==> config.mk <==
export PLATFORM = sky130hd
export DESIGN_NAME = clock_mode_ctrl
export DESIGN_NICKNAME = d
export VERILOG_FILES = /design/src/rtl/clock_pkg.sv /design/src/rtl/btn_debounce.sv /design/src/rtl/clock_mode_ctrl.sv
export SDC_FILE = /design/constraint.sdc
export NUM_CORES = 1
export LEC_CHECK = 0
export CAP_MARGIN = 30
export CORE_UTILIZATION = 42
export DETAILED_ROUTE_END_ITERATION = 10
export PLACE_DENSITY_LB_ADDON = 0.2
export SLEW_MARGIN = 20
export SYNTH_ARGS = -nofsm -noshare
export SYNTH_HDL_FRONTEND = slang
export SYNTH_SLANG_ARGS = --single-unit
==> constraint.sdc <==
create_clock -name i_clk -period 2.24 [get_ports i_clk]
set_input_delay 0.448 -clock i_clk [delete_from_list [all_inputs] [get_ports i_clk]]
set_output_delay 0.448 -clock i_clk [all_outputs]
set_load 0.03 [all_outputs]
==> src/rtl/clock_pkg.sv <==
// Shared types and helpers for the clock user-interface sequencer.
package clock_pkg;

    localparam int COUNT_W = 6;

    // Button indices inside the packed press/raw vectors.
    localparam int BTN_MODE  = 0;
    localparam int BTN_SET   = 1;
    localparam int BTN_SEL   = 2;
    localparam int BTN_UP    = 3;
    localparam int BTN_DOWN  = 4;
    localparam int BTN_START = 5;
    localparam int BTN_NUM   = 6;

    typedef enum logic [2:0] {
        ST_CLK_RUN  = 3'd0,
        ST_CLK_SET  = 3'd1,
        ST_TMR_IDLE = 3'd2,
        ST_TMR_SET  = 3'd3,
        ST_TMR_RUN  = 3'd4,
        ST_TMR_DONE = 3'd5
    } state_e;

    typedef enum logic [1:0] {
        FLD_HOUR = 2'd0,
        FLD_MIN  = 2'd1,
        FLD_SEC  = 2'd2
    } field_e;

    typedef enum logic [2:0] {
        EV_NONE  = 3'd0,
        EV_MODE  = 3'd1,
        EV_SET   = 3'd2,
        EV_START = 3'd3,
        EV_SEL   = 3'd4,
        EV_UP    = 3'd5,
        EV_DOWN  = 3'd6
    } event_e;

    // Edit field rotation HOUR -> MIN -> SEC -> HOUR.
    function automatic field_e next_field(input field_e f);
        field_e r;
        case (f)
            FLD_HOUR: r = FLD_MIN;
            FLD_MIN:  r = FLD_SEC;
            default:  r = FLD_HOUR;
        endcase
        return r;
    endfunction

    // Only one press is consumed per cycle; lower-priority ones are dropped.
    function automatic event_e pick_event(input logic [BTN_NUM-1:0] p);
        event_e e;
        if (p[BTN_MODE]) begin
            e = EV_MODE;
        end else if (p[BTN_SET]) begin
            e = EV_SET;
        end else if (p[BTN_START]) begin
            e = EV_START;
        end else if (p[BTN_SEL]) begin
            e = EV_SEL;
        end else if (p[BTN_UP]) begin
            e = EV_UP;
        end else if (p[BTN_DOWN]) begin
            e = EV_DOWN;
        end else begin
            e = EV_NONE;
        end
        return e;
    endfunction

    function automatic logic is_clock_state(input state_e s);
        return (s == ST_CLK_RUN) || (s == ST_CLK_SET);
    endfunction

    function automatic logic is_set_state(input state_e s);
        return (s == ST_CLK_SET) || (s == ST_TMR_SET);
    endfunction

endpackage

==> src/rtl/btn_debounce.sv <==
// One push-button: 2-FF synchronizer, stable-level debounce, rising-edge press pulse.
module btn_debounce #(
    parameter int DEBOUNCE_CYCLES = 20000
) (
    input  logic i_clk,
    input  logic i_reset,
    input  logic i_btn,
    output logic o_press
);

    localparam int CNT_W = (DEBOUNCE_CYCLES > 1) ? $clog2(DEBOUNCE_CYCLES) : 1;
    localparam logic [CNT_W-1:0] CNT_LAST = CNT_W'(DEBOUNCE_CYCLES - 1);

    logic             meta_r;
    logic             sync_r;
    logic             stable_r;
    logic [CNT_W-1:0] cnt_r;
    logic             press_r;
    logic             differ_s;
    logic             cnt_done_s;

    assign differ_s   = sync_r ^ stable_r;
    assign cnt_done_s = (cnt_r == CNT_LAST);
    assign o_press    = press_r;

    // Bring the asynchronous button into the clock domain.
    always_ff @(posedge i_clk or negedge i_reset) begin
        if (!i_reset) begin
            meta_r <= 1'b0;
            sync_r <= 1'b0;
        end else begin
            meta_r <= i_btn;
            sync_r <= meta_r;
        end
    end

    // Count cycles the new level holds; any return to the old level restarts the count.
    always_ff @(posedge i_clk or negedge i_reset) begin
        if (!i_reset) begin
            stable_r <= 1'b0;
            cnt_r    <= {CNT_W{1'b0}};
            press_r  <= 1'b0;
        end else if (differ_s && cnt_done_s) begin
            stable_r <= sync_r;
            cnt_r    <= {CNT_W{1'b0}};
            press_r  <= sync_r;
        end else if (differ_s) begin
            cnt_r    <= cnt_r + CNT_W'(1);
            press_r  <= 1'b0;
        end else begin
            cnt_r    <= {CNT_W{1'b0}};
            press_r  <= 1'b0;
        end
    end

endmodule

==> src/rtl/clock_mode_ctrl.sv <==
// Button-driven mode sequencer for the digital clock / countdown timer.
module clock_mode_ctrl
    import clock_pkg::*;
#(
    parameter int DEBOUNCE_CYCLES = 20000,
    parameter int ALARM_CYCLES    = 5000000
) (
    input  logic               i_clk,
    input  logic               i_reset,
    input  logic               i_btn_mode,
    input  logic               i_btn_set,
    input  logic               i_btn_sel,
    input  logic               i_btn_up,
    input  logic               i_btn_down,
    input  logic               i_btn_start,
    input  logic [COUNT_W-1:0] i_count_h,
    input  logic [COUNT_W-1:0] i_count_m,
    input  logic [COUNT_W-1:0] i_count_s,
    output logic               o_mode,
    output logic               o_set,
    output logic               o_hour,
    output logic               o_min,
    output logic               o_sec,
    output logic               o_up,
    output logic               o_down,
    output logic               o_start,
    output logic               o_resave,
    output logic               o_alarm
);

    localparam int ACNT_W = (ALARM_CYCLES > 1) ? $clog2(ALARM_CYCLES) : 1;
    localparam logic [ACNT_W-1:0] ACNT_LAST = ACNT_W'(ALARM_CYCLES - 1);

    logic [BTN_NUM-1:0] btn_raw_s;
    logic [BTN_NUM-1:0] press_s;
    event_e             ev_s;
    logic               any_press_s;
    logic               cnt_zero_s;

    state_e             state_r;
    field_e             field_r;
    logic [ACNT_W-1:0]  alarm_cnt_r;
    logic               mode_r;
    logic               set_r;
    logic               hour_r;
    logic               min_r;
    logic               sec_r;
    logic               up_r;
    logic               down_r;
    logic               start_r;
    logic               resave_r;
    logic               alarm_r;

    state_e             nxt_state_s;
    field_e             nxt_field_s;
    logic               nxt_up_s;
    logic               nxt_down_s;
    logic               nxt_resave_s;
    logic               nxt_set_s;

    assign btn_raw_s[BTN_MODE]  = i_btn_mode;
    assign btn_raw_s[BTN_SET]   = i_btn_set;
    assign btn_raw_s[BTN_SEL]   = i_btn_sel;
    assign btn_raw_s[BTN_UP]    = i_btn_up;
    assign btn_raw_s[BTN_DOWN]  = i_btn_down;
    assign btn_raw_s[BTN_START] = i_btn_start;

    for (genvar g = 0; g < BTN_NUM; g++) begin : g_btn
        btn_debounce #(
            .DEBOUNCE_CYCLES (DEBOUNCE_CYCLES)
        ) u_btn (
            .i_clk   (i_clk),
            .i_reset (i_reset),
            .i_btn   (btn_raw_s[g]),
            .o_press (press_s[g])
        );
    end

    assign ev_s        = pick_event(press_s);
    assign any_press_s = |press_s;
    assign cnt_zero_s  = (i_count_h == {COUNT_W{1'b0}}) &&
                         (i_count_m == {COUNT_W{1'b0}}) &&
                         (i_count_s == {COUNT_W{1'b0}});
    assign nxt_set_s   = is_set_state(nxt_state_s);

    // Next state, edit field and one-cycle strobes from the consumed event.
    always_comb begin
        nxt_state_s  = state_r;
        nxt_field_s  = field_r;
        nxt_up_s     = 1'b0;
        nxt_down_s   = 1'b0;
        nxt_resave_s = 1'b0;
        case (state_r)
            ST_CLK_RUN: begin
                case (ev_s)
                    EV_MODE: begin
                        nxt_state_s  = ST_TMR_IDLE;
                        nxt_resave_s = 1'b1;
                    end
                    EV_SET: begin
                        nxt_state_s = ST_CLK_SET;
                        nxt_field_s = FLD_HOUR;
                    end
                    default: nxt_state_s = state_r;
                endcase
            end
            ST_CLK_SET, ST_TMR_SET: begin
                case (ev_s)
                    EV_SET: begin
                        if (state_r == ST_CLK_SET) begin
                            nxt_state_s = ST_CLK_RUN;
                        end else begin
                            nxt_state_s = ST_TMR_IDLE;
                        end
                    end
                    EV_SEL:  nxt_field_s = next_field(field_r);
                    // The counter edge-detects these, so never drive them in adjacent cycles.
                    EV_UP:   nxt_up_s    = ~up_r;
                    EV_DOWN: nxt_down_s  = ~down_r;
                    default: nxt_state_s = state_r;
                endcase
            end
            ST_TMR_IDLE: begin
                case (ev_s)
                    EV_SET: begin
                        nxt_state_s = ST_TMR_SET;
                        nxt_field_s = FLD_HOUR;
                    end
                    EV_START: begin
                        if (!cnt_zero_s) begin
                            nxt_state_s = ST_TMR_RUN;
                        end else begin
                            nxt_state_s = state_r;
                        end
                    end
                    EV_MODE: begin
                        nxt_state_s  = ST_CLK_RUN;
                        nxt_resave_s = 1'b1;
                    end
                    default: nxt_state_s = state_r;
                endcase
            end
            ST_TMR_RUN: begin
                if (cnt_zero_s) begin
                    nxt_state_s = ST_TMR_DONE;
                end else begin
                    case (ev_s)
                        EV_START: nxt_state_s = ST_TMR_IDLE;
                        EV_MODE: begin
                            nxt_state_s  = ST_CLK_RUN;
                            nxt_resave_s = 1'b1;
                        end
                        default: nxt_state_s = state_r;
                    endcase
                end
            end
            ST_TMR_DONE: begin
                // Any press only silences the alarm.
                if (any_press_s || (alarm_cnt_r == ACNT_LAST)) begin
                    nxt_state_s = ST_TMR_IDLE;
                end else begin
                    nxt_state_s = state_r;
                end
            end
            default: begin
                nxt_state_s = ST_CLK_RUN;
                nxt_field_s = FLD_HOUR;
            end
        endcase
    end

    // State register with outputs decoded from the next state so both change together.
    always_ff @(posedge i_clk or negedge i_reset) begin
        if (!i_reset) begin
            state_r  <= ST_CLK_RUN;
            field_r  <= FLD_HOUR;
            mode_r   <= 1'b1;
            set_r    <= 1'b0;
            hour_r   <= 1'b0;
            min_r    <= 1'b0;
            sec_r    <= 1'b0;
            up_r     <= 1'b0;
            down_r   <= 1'b0;
            start_r  <= 1'b0;
            resave_r <= 1'b0;
            alarm_r  <= 1'b0;
        end else begin
            state_r  <= nxt_state_s;
            field_r  <= nxt_field_s;
            mode_r   <= is_clock_state(nxt_state_s);
            set_r    <= nxt_set_s;
            hour_r   <= nxt_set_s && (nxt_field_s == FLD_HOUR);
            min_r    <= nxt_set_s && (nxt_field_s == FLD_MIN);
            sec_r    <= nxt_set_s && (nxt_field_s == FLD_SEC);
            up_r     <= nxt_up_s;
            down_r   <= nxt_down_s;
            start_r  <= (nxt_state_s == ST_TMR_RUN);
            resave_r <= nxt_resave_s;
            alarm_r  <= (nxt_state_s == ST_TMR_DONE);
        end
    end

    // Alarm duration counter: zero on TMR_DONE entry, counting while it stays there.
    always_ff @(posedge i_clk or negedge i_reset) begin
        if (!i_reset) begin
            alarm_cnt_r <= {ACNT_W{1'b0}};
        end else if ((state_r == ST_TMR_DONE) && (nxt_state_s == ST_TMR_DONE)) begin
            alarm_cnt_r <= alarm_cnt_r + ACNT_W'(1);
        end else begin
            alarm_cnt_r <= {ACNT_W{1'b0}};
        end
    end

    assign o_mode   = mode_r;
    assign o_set    = set_r;
    assign o_hour   = hour_r;
    assign o_min    = min_r;
    assign o_sec    = sec_r;
    assign o_up     = up_r;
    assign o_down   = down_r;
    assign o_start  = start_r;
    assign o_resave = resave_r;
    assign o_alarm  = alarm_r;

endmodule

==> flow_summary.ini, run 1 <==
[setup_path]
r2r_cells = 6
cp-start-kind = register
cp_num_cells = 6
path_cells = or4_1 > or3_1 > nor4_2 > or2_0 > buf_12 > nor2_1
cp_slowest_stage_delay_ns = 0.54
cp_max_fo = 14
r2r_end = g_btn[1].u_btn.cnt_r[7]
critical_path_class = reg2reg
critPathBufInv = 1
rrSetupSlack_ns = 0.15
crit_family = simple AND/OR/NAND/NOR gates
required_ns = 2.55
cp.arrival_ns = 2.40
timing.rr.start = g_btn[1].u_btn.cnt_r[7]
endpoint_kind = register
worst_path_max_delay_cell = or4_1

[sta]
max_freq_ghz = 0.479
post-route-min-period_ns = 2.09
slew_viol_final = 0
tightest_slew_ns = 0.615
layout_setup_ws_ns = 0.154
fin_worst_skew_ns = 0.00808
setup_viol = 0
period_share_pct = 93.1
rsz0062_at_grt = no
relSlewSlack_pct = 58.6
setup_tns_ns = 0
finalHoldViolCount = 0

[floorplan]
dieWidth_um = 131
ios = 36
initial_core_util_pct = 43.7
core_region_area_um2 = 16100
die_h_um = 131
dieArea_um2 = 17300
row_count = 46

[cells_and_area]
num-fill-cells = 1503
area_growth_pct = 17.5
finalNonFillerCells = 961
antennaDiodeCount = 0
seq_area_um2 = 3800
nNetsFinal = 765
multi_input_area_um2 = 3070
finalInstanceArea_um2 = 8270
drive_gt1_share_pct = 9.26

[clocking]
clock_latency_ns = 0.43
cts_tree = yes
cts_buffer_depth = 2
cts_setup_buffers = 0
htreeDepth = 4
ctsHoldBuffers = 1
root_buffer = clkbuf_16
cts_resized = 0
cts.sinks = 152
cts_buffers = 17
cts.clk_slew.worst_paths_ns = 0.06

[global_route]
grt_max_degree = 50
grt_overflow = 0
antenna_found_initial = 0
grt_pass1_wl_mm = 22.7
track_usage_pct = 16.3
grt_pass1_vias = 4973

[placement]
hpwl_mm = 8.93
portBuffers = 35
post_dp_cell_area_um2 = 7670
gp_congestion = 0.782
pre_cts_ws_ns = 0.158
dpl.cell_count = 928

[drt]
drt-wirelength-per-cell_um = 13.2
drt_pass1_iterations = 4
vias = 4826
drc = 0
vias_per_cell = 5.02
drtIter0Drc = 261
postRouteAntennaNets = 0
wirelength_mm = 12.7

[yosys]
yosysSeqAreaShare_pct = 54.1
synth_edf_count = 0
ys_async_sr_fraction_pct = 100
syn-num-nets = 720
synthDistinctLibCells = 45
syn_avg_cell_area_um2 = 10.2
yosysWarnings = 0
netlist_instances = 687
ys_ff_latch = 152
yosys_most_used_dff = dfrtp_1
synth_area_um2 = 7040

[hold_path]
hp-start = g_btn[1].u_btn.meta_r
holdPathStages = 0
hold_end = g_btn[1].u_btn.sync_r
worstHoldPathType = reg2reg

[power_and_ir_drop]
power_per_cell_area_nw_per_um2 = 702
leakage_nw = 3.51
ir_worst_vdd_v = 0.000693

[run]
cap_viol_max_count = 0

[status]
status = finished, final reports clean
cells in the final DEF, fill, tap and decap left out, types with 4 or more instances in the layout:
master and count:
dfrtp_1 151, nor2b_1 7, and4_1 16, nand3_1 45, clkdlybuf4s50_1 34, nand2_1 35
nand4_1 28, and3_1 11, nor2_2 4, or2_2 12, clkbuf_16 17, nand2b_1 10
clkinvlp_4 4, nor4_1 17, clkinv_2 4, xnor2_1 47, nor3_1 17, xor2_1 60
mux2_2 7, ha_1 7, and2_1 6, inv_1 20, nor2_1 133, nor4bb_1 4
or4_1 4, buf_4 6
metrics by stage:
step / utilization (%) / total power [mW] / hold WS, ns
detailed placement: 47.6 / 3.07 / 0.335
global placement: 47.6 / 3.06 / 0.334
global route: 51.3 / 6.03 / 0.360
floorplan: - / 2.94 / 0.152
finish: 51.3 / 5.81 / 0.346
CTS: 51.3 / 5.89 / 0.348
cells by family (layout without fill, tap and decap cells):
| group | count (synthesis) | after routing | share of synthesized area [%] |
|---|---|---|---|
| AND/OR/NAND/NOR | 361 | 361 | 26.2 |
| flip-flops | 152 | 152 | 54.1 |
| XOR/XNOR | 107 | 107 | 13.3 |
| buffers and inverters | 39 | 97 | 2.51 |
| AO/OA/AOI/OAI | 13 | 13 | 1.42 |
| multiplexers | 8 | 8 | 1.26 |
| adder cells (fa/ha/maj) | 7 | 7 | 1.24 |
area by class of cell:
| type | instances | area share [%] |
|---|---|---|
| tap | 216 | 3.27 |
| clock inverter | 12 | 1.54 |
| multi-input combinational | 496 | 37.1 |
| sequential | 152 | 46.0 |
| timing repair buffer | 45 | 5.64 |
| inverter | 20 | 0.908 |
| clock buffer | 20 | 5.52 |
synth_stat cells (all sizes together), types with 3 or more instances:
library cell	number	area (µm²)
xor2	60	526
and4	16	140
mux2	7	78.8
buf	8	60.1
or4	4	30.0
inv	20	75.1
nor4	18	119
nor4bb	4	40.0
nor3b	3	22.5
nand2	35	131
and3	11	68.8
dfrtp	151	3780
clkbuf	11	41.3
nand4	28	175
nor3	17	85.1
or3	3	18.8
nor2	137	524
nor2b	7	43.8
and2	6	37.5
or2	13	81.3
nand2b	10	62.6
ha	7	87.6
nand3	45	225
a21oi	3	15.0
xnor2	47	412
metal layers:
layer,track usage [%],up-vias,share of wire (%)
li1,-,2417,-
met2,27.1,38,49
met5,0,-,0
met1,20.0,2356,47
met4,7.56,0,1.8
met3,3.86,15,2.5
registers in the layout, summed over array words and instances (netlist names), 2 cells and up:
signal / count
g_btn.u_btn.stable_r: 6
g_btn.u_btn.cnt_r: 90
field_r: 2
alarm_cnt_r: 23
g_btn.u_btn.sync_r: 6
g_btn.u_btn.o_press: 6
g_btn.u_btn.meta_r: 6
state_r: 3
worst reg2reg max path, stage by stage (launching register included):
cell     delay, ns
dfrtp_1       0.42
or4_1         0.54
or3_1         0.39
nor4_2        0.20
or2_0         0.22
buf_12        0.16
nor2_1        0.05
report_power, final:
group / switching [mW] / internal (mW)
clock: 1.10 / 1.69
combinational: 0.113 / 0.0868
sequential: 0.0335 / 2.78
total: 1.25 / 4.56
worst max-delay path by stage:
stage                       startpoint                        to  slack, ns
3_3_place_gp              i_count_h[1]                state_r[1]       0.20
4_1_cts        g_btn[1].u_btn.cnt_r[7]   g_btn[1].u_btn.cnt_r[7]       0.15
5_1_grt        g_btn[1].u_btn.cnt_r[7]  g_btn[1].u_btn.cnt_r[14]       0.04
3_5_place_dp   g_btn[1].u_btn.cnt_r[7]  g_btn[1].u_btn.cnt_r[13]       0.16
6_report       g_btn[1].u_btn.cnt_r[7]   g_btn[1].u_btn.cnt_r[7]       0.15
2_1_floorplan  g_btn[1].u_btn.cnt_r[5]  g_btn[1].u_btn.cnt_r[12]       0.23
(Power assumes the default switching activity.)
==> inputs of run 2 (changes only) <==
==> constraint.sdc (replaced) <==
create_clock -name i_clk -period 2 [get_ports i_clk]
set_input_delay 0.4 -clock i_clk [delete_from_list [all_inputs] [get_ports i_clk]]
set_output_delay 0.4 -clock i_clk [all_outputs]
set_load 0.03 [all_outputs]
==> flow_summary.ini, run 2 (synthesis gave the netlist of run 1 again) <==
[placement]
hpwl_mm = 9.05
dpl.cell_count = 942
portBuffers = 35
gp_congestion = 0.814

[sta]
rsz0062_at_grt = yes
slew_viol_final = 0
fin_worst_skew_ns = 0.00632
max_freq_ghz = 0.502
relSlewSlack_pct = 65.9
setup_viol = 0
period_share_pct = 99.6
tightest_slew_ns = 0.511
setup_tns_ns = 0
finalHoldViolCount = 0
post-route-min-period_ns = 1.99

[clocking]
cts_buffers = 17
clock_latency_ns = 0.42
cts.sinks = 152
cts_buffer_depth = 2
cts_tree = yes
cts.clk_slew.worst_paths_ns = 0.06
htreeDepth = 4
root_buffer = clkbuf_16

[floorplan]
dieArea_um2 = 17300
ios = 36
die_h_um = 131
row_count = 46
dieWidth_um = 131
initial_core_util_pct = 43.7
core_region_area_um2 = 16100

[cells_and_area]
num-fill-cells = 1457
top_register = g_btn.u_btn.cnt_r
multi_input_area_um2 = 3150
antennaDiodeCount = 0
finalNonFillerCells = 980
final_cell_mix = dfrtp_1 (147), nor2_1 (131), xor2_1 (60)
area_growth_pct = 20.8
seq_area_um2 = 3810
largestRegisters = g_btn.u_btn.cnt_r x90, alarm_cnt_r x23
nNetsFinal = 784
final_common_cell = dfrtp_1
largest_reg_flops = 90
drive_gt1_share_pct = 13.4
utilization_pct = 52.7

[drt]
wirelength_mm = 12.9
vias = 4903
drt_pass1_iterations = 4
vias_per_cell = 5.00
postRouteAntennaNets = 0
drt-wirelength-per-cell_um = 13.2
drc = 0
drtIter0Drc = 251

[setup_path]
r2r_cells = 4
endpoint_kind = register
path_cells = or4_4 > or3_4 > nor4_4 > mux2_2
worst_path_max_delay_cell = or4_4
cp-start-kind = register
crit_family = simple AND/OR/NAND/NOR gates
cp_slowest_stage_delay_ns = 0.54
critPathBufInv = 0
cp.arrival_ns = 2.30
required_ns = 2.31
critical_path_class = reg2reg
rrSetupSlack_ns = 0.008
cp_max_fo = 2
cp_num_cells = 4

[power_and_ir_drop]
p_int_mw = 5.07
leakage_nw = 3.62
clockPowerShare_pct = 47.7
ir_worst_vdd_v = 0.000747
power_frac_seq_pct = 48.6
power_per_cell_area_nw_per_um2 = 763
p_sw_mw = 1.42
pwr-share-comb_pct = 3.6
swShare_pct = 21.9

[global_route]
track_usage_pct = 16.2
grt_pass1_wl_mm = 22.7
grt_overflow = 0
grt_pass1_vias = 4955
grt_max_degree = 54
antenna_found_initial = 0

[hold_path]
worstHoldPathType = reg2reg
holdPathStages = 0

[run]
cap_viol_max_count = 0

[status]
status = finished, final reports clean
run 2: cell count changes in the layout (fill, tap and decap cells not counted), sizes merged:
cell / previous run / this run
dlygate4sd2: 0 / 1
clkbuf: 20 / 22
clkdlybuf4s50: 34 / 33
inv: 20 / 21
bufinv: 2 / 1
buf: 10 / 29
clkinvlp: 4 / 5
clkinv: 6 / 3
run 2: per-layer routing:
layer | track usage [%] | vias to the layer above | routed length, µm
met3 | 4.24 | 13 | 323
met2 | 27.1 | 42 | 6270
li1 | - | 2444 | -
met4 | 5.56 | 0 | 172
met5 | 0 | - | 0
met1 | 20.4 | 2404 | 6170
run 2: through the flow:
| step | power (mW) | area [µm²] | worst slack [ns] | hold slack, ns |
|---|---|---|---|---|
| floorplan | 3.30 | 7040 | -0.00651 | 0.104 |
| global placement | 3.44 | 7780 | -0.00288 | 0.332 |
| detailed placement | 3.45 | 7780 | -0.0325 | 0.335 |
| CTS | 6.58 | 8370 | -0.0101 | 0.349 |
| global route | 6.75 | 8500 | -0.0561 | 0.358 |
| finish | 6.49 | 8500 | 0.00829 | 0.347 |
run 2: power by group through the flow:
| stage | clock network (mW) | registers, mW | logic (mW) |
|---|---|---|---|
| after floorplan | 0 | 3.20 | 0.0953 |
| final | 3.10 | 3.15 | 0.235 |
| after global placement | 0 | 3.21 | 0.227 |
| after CTS | 3.19 | 3.15 | 0.238 |
| after detailed placement | 0 | 3.21 | 0.235 |
| after global routing | 3.32 | 3.16 | 0.271 |
run 2: path summary, 6_finish.rpt:
path                                      endpoint                    start
min in group asynchronous  g_btn[0].u_btn.cnt_r[1]                  i_reset
min                          g_btn[5].u_btn.sync_r    g_btn[5].u_btn.meta_r
min reg2reg                  g_btn[5].u_btn.sync_r    g_btn[5].u_btn.meta_r
max in group asynchronous          alarm_cnt_r[12]                  i_reset
max                        g_btn[1].u_btn.stable_r  g_btn[1].u_btn.cnt_r[5]
max reg2reg                g_btn[1].u_btn.stable_r  g_btn[1].u_btn.cnt_r[5]
run 2: repair_timing:
item | in CTS | in global routing
gates cloned | 0 | 0
pin swaps | 0 | 9
endpoints found under the hold margin | 48 | 0
buffers inserted | 0 | 5
gates resized for setup | 2 | 23
endpoints found under the setup margin | 15 | 61
hold buffers | 1 | 0
run 2: worst reg2reg max path: cells and delay by family (launching register included):
kind             cells  cell delay [ns]
flip-flops           1             0.38
AND/OR/NAND/NOR      3             1.14
multiplexers         1             0.36
run 2: cell type report:
class,count,area share [%]
Clock inverter,10,1.12
Sequential cell,152,44.8
Inverter,20,0.883
Multi-Input combinational cell,496,37.0
Tap cell,216,3.18
Timing Repair Buffer,64,7.29
Clock buffer,22,5.70
==> variant 1, RTL diff (settings of run 2) <==
`DEBOUNCE_CYCLES` is set to 20000 in 2 places; all go to 40000.
--- a/src/rtl/btn_debounce.sv
+++ b/src/rtl/btn_debounce.sv
@@ -1,6 +1,6 @@
 // One push-button: 2-FF synchronizer, stable-level debounce, rising-edge press pulse.
 module btn_debounce #(
-    parameter int DEBOUNCE_CYCLES = 20000
+    parameter int DEBOUNCE_CYCLES = 40000
 ) (
     input  logic i_clk,
     input  logic i_reset,
--- a/src/rtl/clock_mode_ctrl.sv
+++ b/src/rtl/clock_mode_ctrl.sv
@@ -2,7 +2,7 @@
 module clock_mode_ctrl
     import clock_pkg::*;
 #(
-    parameter int DEBOUNCE_CYCLES = 20000,
+    parameter int DEBOUNCE_CYCLES = 40000,
     parameter int ALARM_CYCLES    = 5000000
 ) (
     input  logic               i_clk,
Formal check against the unedited RTL: same outputs for any inputs over 10 cycles, from zero or initial values and one cycle with i_reset low; that may be too few to reach the edited logic, so the function may still have changed.
==> variant 1 against run 2 <==
Count of clock-buffer cells in the layout is 3 lower; setup slack better by 0.089 ns; synthesized area is 4.7% higher; combinational power is 5% lower; die area is 4.6% higher; routed wire length is 6.4% higher; cell area is 3.5% higher; sequential cell count is 6 higher; clock skew is 0.0073 ns higher; non-clock buffer count is 6 lower; clock power is 19% higher; power is 11% higher; critical path depth is 1 higher; critical path type unchanged; largest power group is now the clock network.
==> variant 1: results (changes against run 2) <==
DR vias - 5,271 (+7.5%)
Commonest cells post-synth - dfrtp_1 (157), nor2_1 (140), xor2_1 (58), xnor2_1 (47), nand3_1 (44)
CP endpoint - alarm_cnt_r[19]$_DFF_PN0_
Arr. time, crit path - 2.21 ns (-0.09 ns)
Met3 Routed Length - 369 µm (+14%)
DR pass1 iterations - 5 (+1)
placed cell count - 991 (+5.2%)
critical path fanouts, max - 17 (+15)
critical path's largest stage delay - 0.57 ns (+0.03 ns)
Layout Cells excl Fill - 1,024 (+4.5%)
sequential share of the synthesized area - 53.7% (-0.39 points)
top post-synthesis cells by area - dfrtp_1 (53%), nor2_1 (7.1%), xor2_1 (6.9%), xnor2_1 (5.6%), nand3_1 (3.0%)
slew margin rel. - 56.1% (-9.8 points)
met1 capacity usage during global routing - 21.2% (+0.77 points)
Final #Nets - 819 (+4.5%)
Reg power frac - 45.6% (-3.0 points)
complex-gate fraction of the synthesized area - 2.45% (+1.0 points)
pin count of the biggest net entering global routing - 56 (+3.7%)
Worst Clk Skew - 0.0136 ns (+0.00728 ns)
GP Congestion - 0.801 (-1.6%)
XOR/XNOR Fraction of Synth Area - 12.5% (-0.83 points)
Post-DP Area - 8090 µm² (+4.0%)
GR Util met2 - 28.7% (+1.6 points)
clock power share - 51.3% (+3.6 points)
final hold slack - 0.350 ns (+0.00308 ns)
met3 usage - 4.76% (+0.52 points)
first-pass GRT wire length - 24.6 mm (+8.0%)
Largest regs - g_btn.u_btn.cnt_r x96, alarm_cnt_r x23
crit path launch - alarm_cnt_r[15]$_DFF_PN0_
DR iter-0 viols - 262 (+4.4%)
leakage - 3.73 nW (+3.2%)
pre-CTS setup slack - -0.175 ns (-0.143 ns)
status - completed
multiplexer share of the synthesized area - 0.917% (-0.35 points)
detailed placer's ending HPWL - 9.64 mm (+6.5%)
Synth Area in Adders - 1.19% (-0.056 points)
syn_nets - 761 (+5.7%)
Switching Fraction - 20.4% (-1.5 points)
[variant 1: cell count changes in the layout (fill, tap and decap cells not counted), sizes merged, moves of 5 or more]
cell,before,now
and3,11,19
dfrtp,151,157
or3,3,9
bufinv,1,6
inv,21,31
o21ai,0,11
buf,29,23
or2,13,6
nor3,17,22
a21oi,3,10
nor4b,0,8
nor4,18,27
and4,16,5
[variant 1: area by class of cell]
cell class                 count  area, µm²
tap                          225        282
multi-input combinational    522       3210
timing repair buffer          58        563
clock buffer                  19        443
sequential                   158       3960
fill                        1500       8440
clock inverter                13        235
inverter                      29        109
[variant 1: worst max-delay path, delay by kind of cell (launching register included)]
family / cells / cell delay [ns]
compound gates: 1 / 0.24
simple gates: 3 / 0.96
flops: 1 / 0.43
buf+inv: 1 / 0.15
[variant 1: what timing repair did]
| item | CTS | global route |
|---|---|---|
| hold buffers | 1 | 0 |
| hold endpoints to repair | 34 | 0 |
| endpoints found under the setup margin | 15 | 23 |
| gates resized for setup | 2 | 3 |
==> variant 2, RTL diff (settings of run 2) <==
Without the edit above. Encoding of `state_e`: now one-hot (6 bits for 6 states).
--- a/src/rtl/clock_pkg.sv
+++ b/src/rtl/clock_pkg.sv
@@ -12,13 +12,13 @@
     localparam int BTN_START = 5;
     localparam int BTN_NUM   = 6;
 
-    typedef enum logic [2:0] {
-        ST_CLK_RUN  = 3'd0,
-        ST_CLK_SET  = 3'd1,
-        ST_TMR_IDLE = 3'd2,
-        ST_TMR_SET  = 3'd3,
-        ST_TMR_RUN  = 3'd4,
-        ST_TMR_DONE = 3'd5
+    typedef enum logic [5:0] {
+        ST_CLK_RUN  = 6'b000001,
+        ST_CLK_SET  = 6'b000010,
+        ST_TMR_IDLE = 6'b000100,
+        ST_TMR_SET  = 6'b001000,
+        ST_TMR_RUN  = 6'b010000,
+        ST_TMR_DONE = 6'b100000
     } state_e;
 
     typedef enum logic [1:0] {
Behaviour: no difference found for any inputs over 10 cycles, from zero or initial values and one cycle with i_reset low; not proved beyond that.
==> variant 2 against run 2 <==
Combinational power down 5%; power up 3.7%; setup slack worse by 0.0051 ns; core utilization down 1.1 points; final cell count up 7.4%; routed wire length up 14%; worst hold slack better by 0.0017 ns; cell area up 4.8%; synthesized area up 4.7%; sequential cell count up 3; critical endpoint is now state_r[1]$_DFF_PN0_.
==> variant 2: results (changes against run 2) <==
vias per cell - 5.17 (+3.4%)
Post-DP Area - 8140 µm² (+4.7%)
DR WL met2 - 7.61 mm (+21%)
fin crit period - 2.00 ns (+0.00513 ns)
worst vdd ir - 0.555 mV (-26%)
DR pass1 iterations - 5 (+1)
leakage - 3.74 nW (+3.4%)
CLK BUF - 17 (-23%)
Plain + repair buffers - 73 (+14%)
Commonest cells post-synth - dfrtp_1 (153), nor2_1 (150), xnor2_1 (58), nand2_1 (49), xor2_1 (47)
r2r startpoint - state_r[1]$_DFF_PN0_
GP Congestion - 0.881 (+8.2%)
sequential cell area share - 43.6% (-1.3 points)
detailed placer's ending HPWL - 10.1 mm (+12%)
first-pass GRT wire length - 25.4 mm (+12%)
Final #Nets - 848 (+8.2%)
comb pwr - 0.224 mW (-5%)
WL/cell - 14.0 µm (+5.8%)
pre-CTS setup slack - -0.325 ns (-0.293 ns)
Multi-input comb cells - 546 (+10%)
multi-input combinational cell area - 3400 µm² (+8.2%)
R2R depth - 6 (+2)
Fillers - 1,536 (+5.4%)
# clock sinks - 155 (+2.0%)
M1 WL - 6.39 mm (+3.6%)
sequential share of the synthesized area - 52.7% (-1.4 points)
top post-synthesis cells by area - dfrtp_1 (52%), nor2_1 (7.6%), xnor2_1 (6.9%), xor2_1 (5.6%), nand3_1 (2.6%)
DR iter-0 viols - 255 (+1.6%)
status - completed
slew margin rel. - 62.8% (-3.1 points)
final instance area - 8910 µm² (+4.8%)
clock power share - 48.9% (+1.2 points)
==> variant 2: changes by cell type after synthesis, sizes merged, moves of 7 or more <==
cell / run 2 / this run
xnor2: 47 / 58
xor2: 60 / 47
nand2: 35 / 49
nor3: 17 / 25
nor2: 137 / 150
nand3: 45 / 38
a21oi: 3 / 12
o21ai: 0 / 7
==> variant 2: logic make-up after synthesis <==
family,after synthesis,synth area share [%]
XOR/XNOR,105,12.5
buffers and inverters,46,2.90
adder cells (fa/ha/maj),7,1.19
AND/OR/NAND/NOR,386,26.1
AO/OA/AOI/OAI,41,3.58
flip-flops,155,52.7
multiplexers,7,1.07
==> variant 2: layer usage <==
metal / track usage [%] / vias to the layer above
li1: - / 2683
met1: 20.9 / 2670
met2: 30.6 / 75
met3: 4.72 / 21
met4: 7.37 / 0
met5: 0 / -
==> variant 2: timing repair <==
item	CTS	global route
setup buffers	2	1
resized for setup	8	18
setup endpoints to repair	38	36
hold endpoints to repair	46	0
pin swaps	3	9
hold buffers	1	0
